File: config.mk
export PLATFORM = sky130hd
export DESIGN_NAME = tteframe_dispatch_flat
export DESIGN_NICKNAME = d
export VERILOG_FILES = /design/src/rtl/tteframe_dispatch_pkg.sv /design/src/rtl/tteframe_dispatch_if.sv /design/src/rtl/tteframe_dispatch_buf_space_tracker.sv /design/src/rtl/tteframe_dispatch.sv /design/src/flat_wrapper.sv
export SDC_FILE = /design/constraint.sdc
export NUM_CORES = 1
export LEC_CHECK = 0
export BUFFER_PORTS_ARGS = -buffer_cell sky130_fd_sc_hd__clkbuf_2
export CAP_MARGIN = 20
export CORE_UTILIZATION = 25
export DETAILED_ROUTE_END_ITERATION = 10
export PLACE_DENSITY_LB_ADDON = 0.15
export SYNTH_ARGS = -nofsm -noshare
export SYNTH_HDL_FRONTEND = slang
export SYNTH_SLANG_ARGS = --single-unit
File: constraint.sdc
create_clock -name clk -period 3.51 [get_ports clk]
set_clock_uncertainty 0.15 [all_clocks]
set_input_delay 0.351 -clock clk [delete_from_list [all_inputs] [get_ports clk]]
set_output_delay 0.351 -clock clk [all_outputs]
set_load 0.01 [all_outputs]
File: src/rtl/tteframe_dispatch_pkg.sv
// Shared switch-core definitions for the frame dispatch block.
// Holds the dispatch FSM state encoding, the descriptor field widths,
// the layout of the first header byte and small helper functions.
package tteframe_dispatch_pkg;

    localparam int NPORT  = 4;   // egress ports served by one descriptor push
    localparam int LEN_W  = 12;  // length field carried in the stream header
    localparam int DLEN_W = 11;  // length field stored in a descriptor

    // Header byte 0 layout: {len_hi[3:0], portmap[3:0]}
    localparam int HDR_LEN_HI_MSB  = 7;
    localparam int HDR_LEN_HI_LSB  = 4;
    localparam int HDR_PORTMAP_MSB = 3;

    typedef enum logic [2:0] {
        IDLE   = 3'd0,
        HDR2   = 3'd1,
        DATA   = 3'd2,
        COMMIT = 3'd3,
        DROP   = 3'd4
    } state_t;

    function automatic logic [3:0] hdr_len_hi(input logic [7:0] b);
        return b[HDR_LEN_HI_MSB:HDR_LEN_HI_LSB];
    endfunction

    function automatic logic [NPORT-1:0] hdr_portmap(input logic [7:0] b);
        return b[HDR_PORTMAP_MSB:0];
    endfunction

    // Drop counter sticks at all-ones instead of wrapping.
    function automatic logic [15:0] sat_inc16(input logic [15:0] v);
        return (v == 16'hFFFF) ? v : v + 16'd1;
    endfunction

endpackage

File: src/rtl/tteframe_dispatch_if.sv
// Bus bundle between the frame-processing stage, the dispatch block,
// the shared frame buffer and the per-port descriptor FIFOs.
//
// Transfer rules (the only handshake semantics on this bundle):
//   - Stream: no ready. A byte moves on every clock where dv is high; sof
//     marks byte 0 and is meaningful only together with dv. bp0..bp3 are
//     advisory backpressure that the producer honours at frame boundaries.
//   - Release: rel_valid is a single-cycle pulse, one per released frame,
//     qualifying rel_len in that same cycle.
//   - Buffer write / descriptor push: fire-and-forget strobes (dbuf_wr,
//     ptr_wr[n]) with no ready; FIFO fullness is consulted via ptr_full
//     when a frame header is accepted.
//
// master: the surrounding switch core (drives stream, fullness, releases)
// slave : tteframe_dispatch
interface tteframe_dispatch_if #(
    parameter int AW = 12
);
    import tteframe_dispatch_pkg::*;

    logic                    sof;
    logic                    dv;
    logic [7:0]              data;
    logic [NPORT-1:0]        ptr_full;
    logic                    rel_valid;
    logic [DLEN_W-1:0]       rel_len;
    logic                    dbuf_wr;
    logic [AW-1:0]           dbuf_addr;
    logic [7:0]              dbuf_din;
    logic [NPORT-1:0]        ptr_wr;
    logic [AW+DLEN_W-1:0]    ptr_din;
    logic                    bp0;
    logic                    bp1;
    logic                    bp2;
    logic                    bp3;
    logic [15:0]             drop_cnt;

    modport master (
        output sof, dv, data, ptr_full, rel_valid, rel_len,
        input  dbuf_wr, dbuf_addr, dbuf_din, ptr_wr, ptr_din,
        input  bp0, bp1, bp2, bp3, drop_cnt
    );

    modport slave (
        input  sof, dv, data, ptr_full, rel_valid, rel_len,
        output dbuf_wr, dbuf_addr, dbuf_din, ptr_wr, ptr_din,
        output bp0, bp1, bp2, bp3, drop_cnt
    );

endinterface

File: src/rtl/tteframe_dispatch_buf_space_tracker.sv
// buf_space_tracker: free-space accounting for the shared frame buffer.
// Ports:
//   clk, rst     - core clock, synchronous active-high reset
//   commit       - a stored frame is being committed this cycle
//   commit_len   - byte length of the committed frame
//   rel_valid    - downstream released a frame this cycle
//   rel_len      - byte length of the released frame
//   free_cnt     - free bytes, 0 .. 2^AW (registered)
//   below        - free_cnt is under the MAX_LEN threshold
module buf_space_tracker
    import tteframe_dispatch_pkg::*;
#(
    parameter int AW      = 12,
    parameter int MAX_LEN = 1536
) (
    input  logic              clk,
    input  logic              rst,
    input  logic              commit,
    input  logic [LEN_W-1:0]  commit_len,
    input  logic              rel_valid,
    input  logic [DLEN_W-1:0] rel_len,
    output logic [AW:0]       free_cnt,
    output logic              below
);

    // Headroom so free + release never overflows before the clamp.
    localparam int SW = AW + LEN_W + 1;
    localparam logic [AW:0]   CAP       = {1'b1, {AW{1'b0}}};
    localparam logic [31:0]   MAX_LEN_U = 32'(MAX_LEN);

    logic [SW-1:0] sum;
    logic [AW:0]   free_nxt;

    // Commit and release in the same cycle net out; the result is clamped
    // because a release may never claim more space than the buffer holds.
    always_comb begin
        sum = SW'(free_cnt);
        if (rel_valid) sum = sum + SW'(rel_len);
        if (commit)    sum = sum - SW'(commit_len);
        free_nxt = (sum > SW'(CAP)) ? CAP : sum[AW:0];
    end

    always_ff @(posedge clk) begin
        if (rst) free_cnt <= CAP;
        else     free_cnt <= free_nxt;
    end

    assign below = (32'(free_cnt) < MAX_LEN_U);

endmodule

File: src/rtl/tteframe_dispatch.sv
// tteframe_dispatch: receive side of the internal frame stream.
// Parses {len_hi,portmap},{len_lo} headers, writes the frame body into the
// shared frame buffer, pushes one descriptor to every eligible egress port,
// counts dropped frames and drives per-port backpressure.
// Ports:
//   clk, rst      - core clock, synchronous active-high reset
//   bus (slave)   - stream in, ptr_full, releases; buffer writes,
//                   descriptor pushes, bp0..bp3, drop_cnt out
//   dbg_state     - current FSM state
//   dbg_free_cnt  - current buffer free-space count
module tteframe_dispatch
    import tteframe_dispatch_pkg::*;
#(
    parameter int AW      = 12,
    parameter int MAX_LEN = 1536
) (
    input  logic               clk,
    input  logic               rst,
    tteframe_dispatch_if.slave bus,
    output state_t             dbg_state,
    output logic [AW:0]        dbg_free_cnt
);

    localparam logic [31:0] MAX_LEN_U = 32'(MAX_LEN);

    state_t                 state;
    logic [NPORT-1:0]       portmap_q;
    logic [3:0]             len_hi_q;
    logic [LEN_W-1:0]       len_q;
    logic [NPORT-1:0]       emap_q;
    logic [AW-1:0]          start_q;
    logic [AW-1:0]          wr_ptr;
    logic [LEN_W-1:0]       cnt_q;

    logic                   dbuf_wr_q;
    logic [AW-1:0]          dbuf_addr_q;
    logic [7:0]             dbuf_din_q;
    logic [NPORT-1:0]       ptr_wr_q;
    logic [AW+DLEN_W-1:0]   ptr_din_q;
    logic [15:0]            drop_cnt_q;
    logic [NPORT-1:0]       bp_q;

    logic [AW:0]            free_cnt;
    logic                   below;
    logic [LEN_W-1:0]       len_full;
    logic [NPORT-1:0]       emap_c;
    logic                   reject;

    buf_space_tracker #(
        .AW      (AW),
        .MAX_LEN (MAX_LEN)
    ) u_space (
        .clk        (clk),
        .rst        (rst),
        .commit     (state == COMMIT),
        .commit_len (len_q),
        .rel_valid  (bus.rel_valid),
        .rel_len    (bus.rel_len),
        .free_cnt   (free_cnt),
        .below      (below)
    );

    // Header decision, evaluated while byte 1 is on the stream. The frame is
    // refused up front if it can never be stored completely, so the buffer
    // never holds a partial frame that outlives its own dv window.
    assign len_full = {len_hi_q, bus.data};
    assign emap_c   = portmap_q & ~bus.ptr_full;
    assign reject   = (len_full == '0)
                   || (32'(len_full) > MAX_LEN_U)
                   || (emap_c == '0)
                   || (32'(free_cnt) < 32'(len_full));

    always_ff @(posedge clk) begin
        if (rst) begin
            state       <= IDLE;
            portmap_q   <= '0;
            len_hi_q    <= '0;
            len_q       <= '0;
            emap_q      <= '0;
            start_q     <= '0;
            wr_ptr      <= '0;
            cnt_q       <= '0;
            dbuf_wr_q   <= 1'b0;
            dbuf_addr_q <= '0;
            dbuf_din_q  <= '0;
            ptr_wr_q    <= '0;
            ptr_din_q   <= '0;
            drop_cnt_q  <= '0;
            bp_q        <= '0;
        end else begin
            dbuf_wr_q <= 1'b0;
            ptr_wr_q  <= '0;
            bp_q      <= bus.ptr_full | {NPORT{below}};

            case (state)
                IDLE: begin
                    if (bus.dv && bus.sof) begin
                        portmap_q <= hdr_portmap(bus.data);
                        len_hi_q  <= hdr_len_hi(bus.data);
                        state     <= HDR2;
                    end
                end

                HDR2: begin
                    if (!bus.dv) begin
                        drop_cnt_q <= sat_inc16(drop_cnt_q);
                        state      <= IDLE;
                    end else if (bus.sof) begin
                        // A fresh header replaces the half-received one.
                        drop_cnt_q <= sat_inc16(drop_cnt_q);
                        portmap_q  <= hdr_portmap(bus.data);
                        len_hi_q   <= hdr_len_hi(bus.data);
                        state      <= HDR2;
                    end else begin
                        len_q   <= len_full;
                        emap_q  <= emap_c;
                        start_q <= wr_ptr;
                        cnt_q   <= '0;
                        state   <= reject ? DROP : DATA;
                    end
                end

                DATA: begin
                    if (bus.dv && bus.sof) begin
                        wr_ptr     <= start_q;
                        drop_cnt_q <= sat_inc16(drop_cnt_q);
                        portmap_q  <= hdr_portmap(bus.data);
                        len_hi_q   <= hdr_len_hi(bus.data);
                        state      <= HDR2;
                    end else if (bus.dv) begin
                        // Bytes past len are pad and never reach the buffer.
                        if (cnt_q < len_q) begin
                            dbuf_wr_q   <= 1'b1;
                            dbuf_addr_q <= wr_ptr;
                            dbuf_din_q  <= bus.data;
                            wr_ptr      <= wr_ptr + AW'(1);
                            cnt_q       <= cnt_q + LEN_W'(1);
                        end
                    end else if (cnt_q == len_q) begin
                        ptr_wr_q  <= emap_q;
                        ptr_din_q <= {start_q, len_q[DLEN_W-1:0]};
                        state     <= COMMIT;
                    end else begin
                        // Runt: give the space back to the next frame.
                        wr_ptr     <= start_q;
                        drop_cnt_q <= sat_inc16(drop_cnt_q);
                        state      <= IDLE;
                    end
                end

                COMMIT: begin
                    // The next frame may already start here; free_cnt is
                    // charged by the tracker in this same cycle.
                    if (bus.dv && bus.sof) begin
                        portmap_q <= hdr_portmap(bus.data);
                        len_hi_q  <= hdr_len_hi(bus.data);
                        state     <= HDR2;
                    end else begin
                        state <= IDLE;
                    end
                end

                DROP: begin
                    if (bus.dv && bus.sof) begin
                        drop_cnt_q <= sat_inc16(drop_cnt_q);
                        portmap_q  <= hdr_portmap(bus.data);
                        len_hi_q   <= hdr_len_hi(bus.data);
                        state      <= HDR2;
                    end else if (!bus.dv) begin
                        drop_cnt_q <= sat_inc16(drop_cnt_q);
                        state      <= IDLE;
                    end
                end

                default: state <= IDLE;
            endcase
        end
    end

    assign bus.dbuf_wr   = dbuf_wr_q;
    assign bus.dbuf_addr = dbuf_addr_q;
    assign bus.dbuf_din  = dbuf_din_q;
    assign bus.ptr_wr    = ptr_wr_q;
    assign bus.ptr_din   = ptr_din_q;
    assign bus.drop_cnt  = drop_cnt_q;
    assign bus.bp0       = bp_q[0];
    assign bus.bp1       = bp_q[1];
    assign bus.bp2       = bp_q[2];
    assign bus.bp3       = bp_q[3];

    assign dbg_state     = state;
    assign dbg_free_cnt  = free_cnt;

endmodule

File: src/flat_wrapper.sv
// flat-port wrapper written by rule: the top's interface ports become plain ports
module tteframe_dispatch_flat import tteframe_dispatch_pkg::*;
#(
    parameter int AW      = 12,
    parameter int MAX_LEN = 1536
)
  (clk, rst, dbg_state, dbg_free_cnt, bus_sof, bus_dv, bus_data, bus_ptr_full, bus_rel_valid, bus_rel_len, bus_dbuf_wr, bus_dbuf_addr, bus_dbuf_din, bus_ptr_wr, bus_ptr_din, bus_bp0, bus_bp1, bus_bp2, bus_bp3, bus_drop_cnt);
  tteframe_dispatch_if #(.AW(AW)) bus_i ();
  input  logic clk;
  input  logic rst;
  output state_t dbg_state;
  output logic [AW:0] dbg_free_cnt;
  input wire logic [$bits(bus_i.sof)-1:0] bus_sof;
  input wire logic [$bits(bus_i.dv)-1:0] bus_dv;
  input wire logic [$bits(bus_i.data)-1:0] bus_data;
  input wire logic [$bits(bus_i.ptr_full)-1:0] bus_ptr_full;
  input wire logic [$bits(bus_i.rel_valid)-1:0] bus_rel_valid;
  input wire logic [$bits(bus_i.rel_len)-1:0] bus_rel_len;
  output wire logic [$bits(bus_i.dbuf_wr)-1:0] bus_dbuf_wr;
  output wire logic [$bits(bus_i.dbuf_addr)-1:0] bus_dbuf_addr;
  output wire logic [$bits(bus_i.dbuf_din)-1:0] bus_dbuf_din;
  output wire logic [$bits(bus_i.ptr_wr)-1:0] bus_ptr_wr;
  output wire logic [$bits(bus_i.ptr_din)-1:0] bus_ptr_din;
  output wire logic [$bits(bus_i.bp0)-1:0] bus_bp0;
  output wire logic [$bits(bus_i.bp1)-1:0] bus_bp1;
  output wire logic [$bits(bus_i.bp2)-1:0] bus_bp2;
  output wire logic [$bits(bus_i.bp3)-1:0] bus_bp3;
  output wire logic [$bits(bus_i.drop_cnt)-1:0] bus_drop_cnt;
  assign bus_i.sof = bus_sof;
  assign bus_i.dv = bus_dv;
  assign bus_i.data = bus_data;
  assign bus_i.ptr_full = bus_ptr_full;
  assign bus_i.rel_valid = bus_rel_valid;
  assign bus_i.rel_len = bus_rel_len;
  assign bus_dbuf_wr = bus_i.dbuf_wr;
  assign bus_dbuf_addr = bus_i.dbuf_addr;
  assign bus_dbuf_din = bus_i.dbuf_din;
  assign bus_ptr_wr = bus_i.ptr_wr;
  assign bus_ptr_din = bus_i.ptr_din;
  assign bus_bp0 = bus_i.bp0;
  assign bus_bp1 = bus_i.bp1;
  assign bus_bp2 = bus_i.bp2;
  assign bus_bp3 = bus_i.bp3;
  assign bus_drop_cnt = bus_i.drop_cnt;
  tteframe_dispatch #(.AW(AW), .MAX_LEN(MAX_LEN)) u_core (.clk(clk), .rst(rst), .bus(bus_i), .dbg_state(dbg_state), .dbg_free_cnt(dbg_free_cnt));
endmodule
==> reports/qor.yml <==
floorplan:
  initial_utilization_pct: 25.69
  die_w_um: 174.9
  die_h_um: 174.9
  io_pins: 112
  dieArea_mm2: 0.03059
  core_area_mm2: 0.02909
  row_count: 62
setup_path:
  reg2reg_from: "u_core.u_space.free_cnt[0]"
  crit_type: "reg -> reg"
  worst_r2r_path_depth: 17
  worstPathRequired_ns: 3.67
  cp-end-kind: "flip-flop"
  crit_path_max_fanout: 13
  crit_path_start: "u_core.u_space.free_cnt[0]"
  cp.arrival_ns: 3.85
  crit_path_start_kind: "flip-flop"
synth:
  syn_nets: 1023
  synth_top_area_share_pct: 38.57
  ys_warn_count: 0
  async_flop_share_pct: 0
  synth-edff-count: 0
  synth.avg_cell_area_um2: 7.918
  synth-seq-cells: 144
  yosys.area.top_type: "dfxtp_1"
  netlist_top_cells_count: "nand2_1 (177), dfxtp_1 (144), a21oi_1 (128)"
  ys.flop_type: "dfxtp_1"
  synth_area_mm2: 0.007475
  ys_seq_area_share_pct: 38.57
  synth_area_leaders: "dfxtp_1 (39%), nand2_1 (8.9%), a21oi_1 (8.6%)"
  yosysMostFrequentCell: "nand2_1"
  synthesis.instances: 944
  synth.distinct_cells: 58
layout:
  area_growth_pct: 28.29
  drive_gt1_share_pct: 23.98
  diodes: 0
  final_area_mm2: 0.009589
  fill_cells: 3130
  stdcell_count: 1489
  nNetsFinal: 1171
place:
  place_area_mm2: 0.008985
  place_inst: 1457
  pre_cts_slack_ns: -0.3903
  port_buffers: 111
  dpl.hpwl_um: 17290
  routabilityCongestion: 0.8049
timing:
  finalHoldViolCount: 0
  fin_hold_ws_ns: 0.03564
  min_period_ns: 3.696
  rsz0062_at_grt: "yes"
  drv_slew: 0
  worst_slack_ns: -0.1855
  setup_violations: 13
  fmax_mhz: 270.6
  tightest_slew_ns: 1.013
  relSlewSlack_pct: 31.63
  post-route-period-util_pct: 105.3
global_routing:
  antenna_found_initial: 0
  grt_max_degree: 82
  grt_usage_pct: 15.41
  grt_pass1_wl_um: 37160
  overflow: 0
  grt_pass1_vias: 6691
routing:
  vias: 6948
  drt.antenna.violating_nets: 0
  wl_per_cell_um: 15.54
  vias_per_cell: 4.666
  drtIter0Drc: 306
  postRouteWirelength_um: 23150
  drc: 0
  firstDrtPassIters: 7
clocking:
  cts_max_level: 4
  clock_path_buffers: 2
  cts_hold_buf: 0
  clock-sinks: 144
  clkSlewWorstSetupHoldPaths_ns: 0.06
  root_buffer: "clkbuf_16"
  cts_tree: "yes"
  clkLatencyLatePin_ns: 0.42
  cts_buffers: 17
hold_path:
  hold_depth: 3
  hp-start: "bus_ptr_full[0]"
  holdCritPathClass: "in -> reg"
power:
  power_density_mw_per_mm2: 395.7
  peakVddDrop_v: 0.0002969
  power_leakage_uw: 0.003911
run_status:
  violations: "setup timing"
  status: "complete, but fails checks"
job:
  max-cap-violations: 0
-- state kept, by name, summed over array words and instances, names as in the netlist --
signal and flops:
u_core.emap_q 4, u_core.bus.dbuf_wr 1, u_core.portmap_q 4, u_core.bus.ptr_din 23
u_core.bus.dbuf_din 8, u_core.bus.ptr_wr 4, u_core.dbg_state 3, u_core.len_q 12
u_core.bus.drop_cnt 16, u_core.bus.dbuf_addr 12, u_core.start_q 12, u_core.wr_ptr 12
u_core.cnt_q 12, u_core.len_hi_q 4, u_core.bp_q 4, u_core.u_space.free_cnt 13
-- routing by layer --
layer | global-route usage, % | wire, um | part of all wire, %
met5 | 0 | 0 | 0
met4 | 4.058 | 226 | 0.98
met1 | 22.32 | 11930 | 52
met3 | 2.611 | 928 | 4.0
met2 | 23.36 | 10060 | 43
-- metrics by stage --
step | TNS, ns | power, uW | util (%)
2_1_floorplan | -0.4661 | 1921 | -
3_3_place_gp | -4.250 | 2048 | 30.89
3_5_place_dp | -4.576 | 2045 | 30.89
4_1_cts | -2.828 | 3849 | 32.90
5_1_grt | -5.046 | 3958 | 32.96
6_report | -2.220 | 3795 | 32.96
-- where the power goes --
| group | switching [uW] | leakage (uW) | internal (uW) | total, uW |
|---|---|---|---|---|
| registers | 13.5 | 0.00116 | 1650 | 1660 |
| clock network | 743 | 0.000283 | 1040 | 1780 |
| logic | 204 | 0.00246 | 146 | 350 |
| total | 960 | 0.00391 | 2830 | 3790 |
-- kinds of logic (layout without fill, tap and decap cells) --
| logic type | Yosys count | in the layout | share of synthesized area [%] |
|---|---|---|---|
| AOI/OAI and AO/OA | 224 | 224 | 18.41 |
| xor gates and xnor gates | 40 | 40 | 4.787 |
| buffers and inverters | 86 | 247 | 4.486 |
| and+or+nand+nor | 387 | 387 | 23.27 |
| adders and majority gates | 51 | 51 | 8.738 |
| muxes | 12 | 12 | 1.741 |
| DFF | 144 | 144 | 38.57 |
-- critical path, cell delays in order (launching register included) --
cell and delay, ns:
dfxtp_4 0.36, ha_4 0.17, inv_2 0.05, fa_2 0.21, nor2b_2 0.05, o31a_1 0.32, or3_1 0.33, a21oi_2 0.15
xnor2_1 0.07, mux2_4 0.28, ha_4 0.29, nand2_1 0.08, o31ai_2 0.30, a21oi_1 0.11, and3_1 0.18, o2111ai_2 0.21
buf_12 0.19, nor2_1 0.06
-- worst paths after layout --
kind / end / slack [ns]
max: u_core.u_space.free_cnt[10] / -0.19
min: u_core.bp_q[0] / 0.04
max reg2reg: u_core.u_space.free_cnt[10] / -0.19
min reg2reg: u_core.emap_q[3] / 0.30
-- what timing repair did --
action | in CTS | in global routing
setup endpoints to repair | 13 | 13
gates resized for setup | 3 | 6
gates cloned | 0 | 0
buffers inserted | 0 | 0
pin swaps | 0 | 3
-- placed cells by master (no fill, tap or decap), drive strengths merged, types with 18 or more instances in the layout --
cell type,count
o21ai,19
nor2,97
xnor2,22
ha,49
dfxtp,144
xor2,18
nand2,177
inv,37
buf,69
nand3,19
a21oi,128
clkbuf,131
-- final cells by class --
| type | instances | area, um^2 | share of cell area, % |
|---|---|---|---|
| clock inverter | 11 | 105.1 | 1.096 |
| timing repair buffer | 179 | 1081 | 11.27 |
| clock buffer | 21 | 471.7 | 4.919 |
| tap | 384 | 480.5 | 5.010 |
| multi-input combinational | 714 | 4425 | 46.15 |
| sequential | 144 | 2890 | 30.14 |
| inverter | 36 | 135.1 | 1.409 |
No activity file was read; power rests on OpenSTA's default activity.
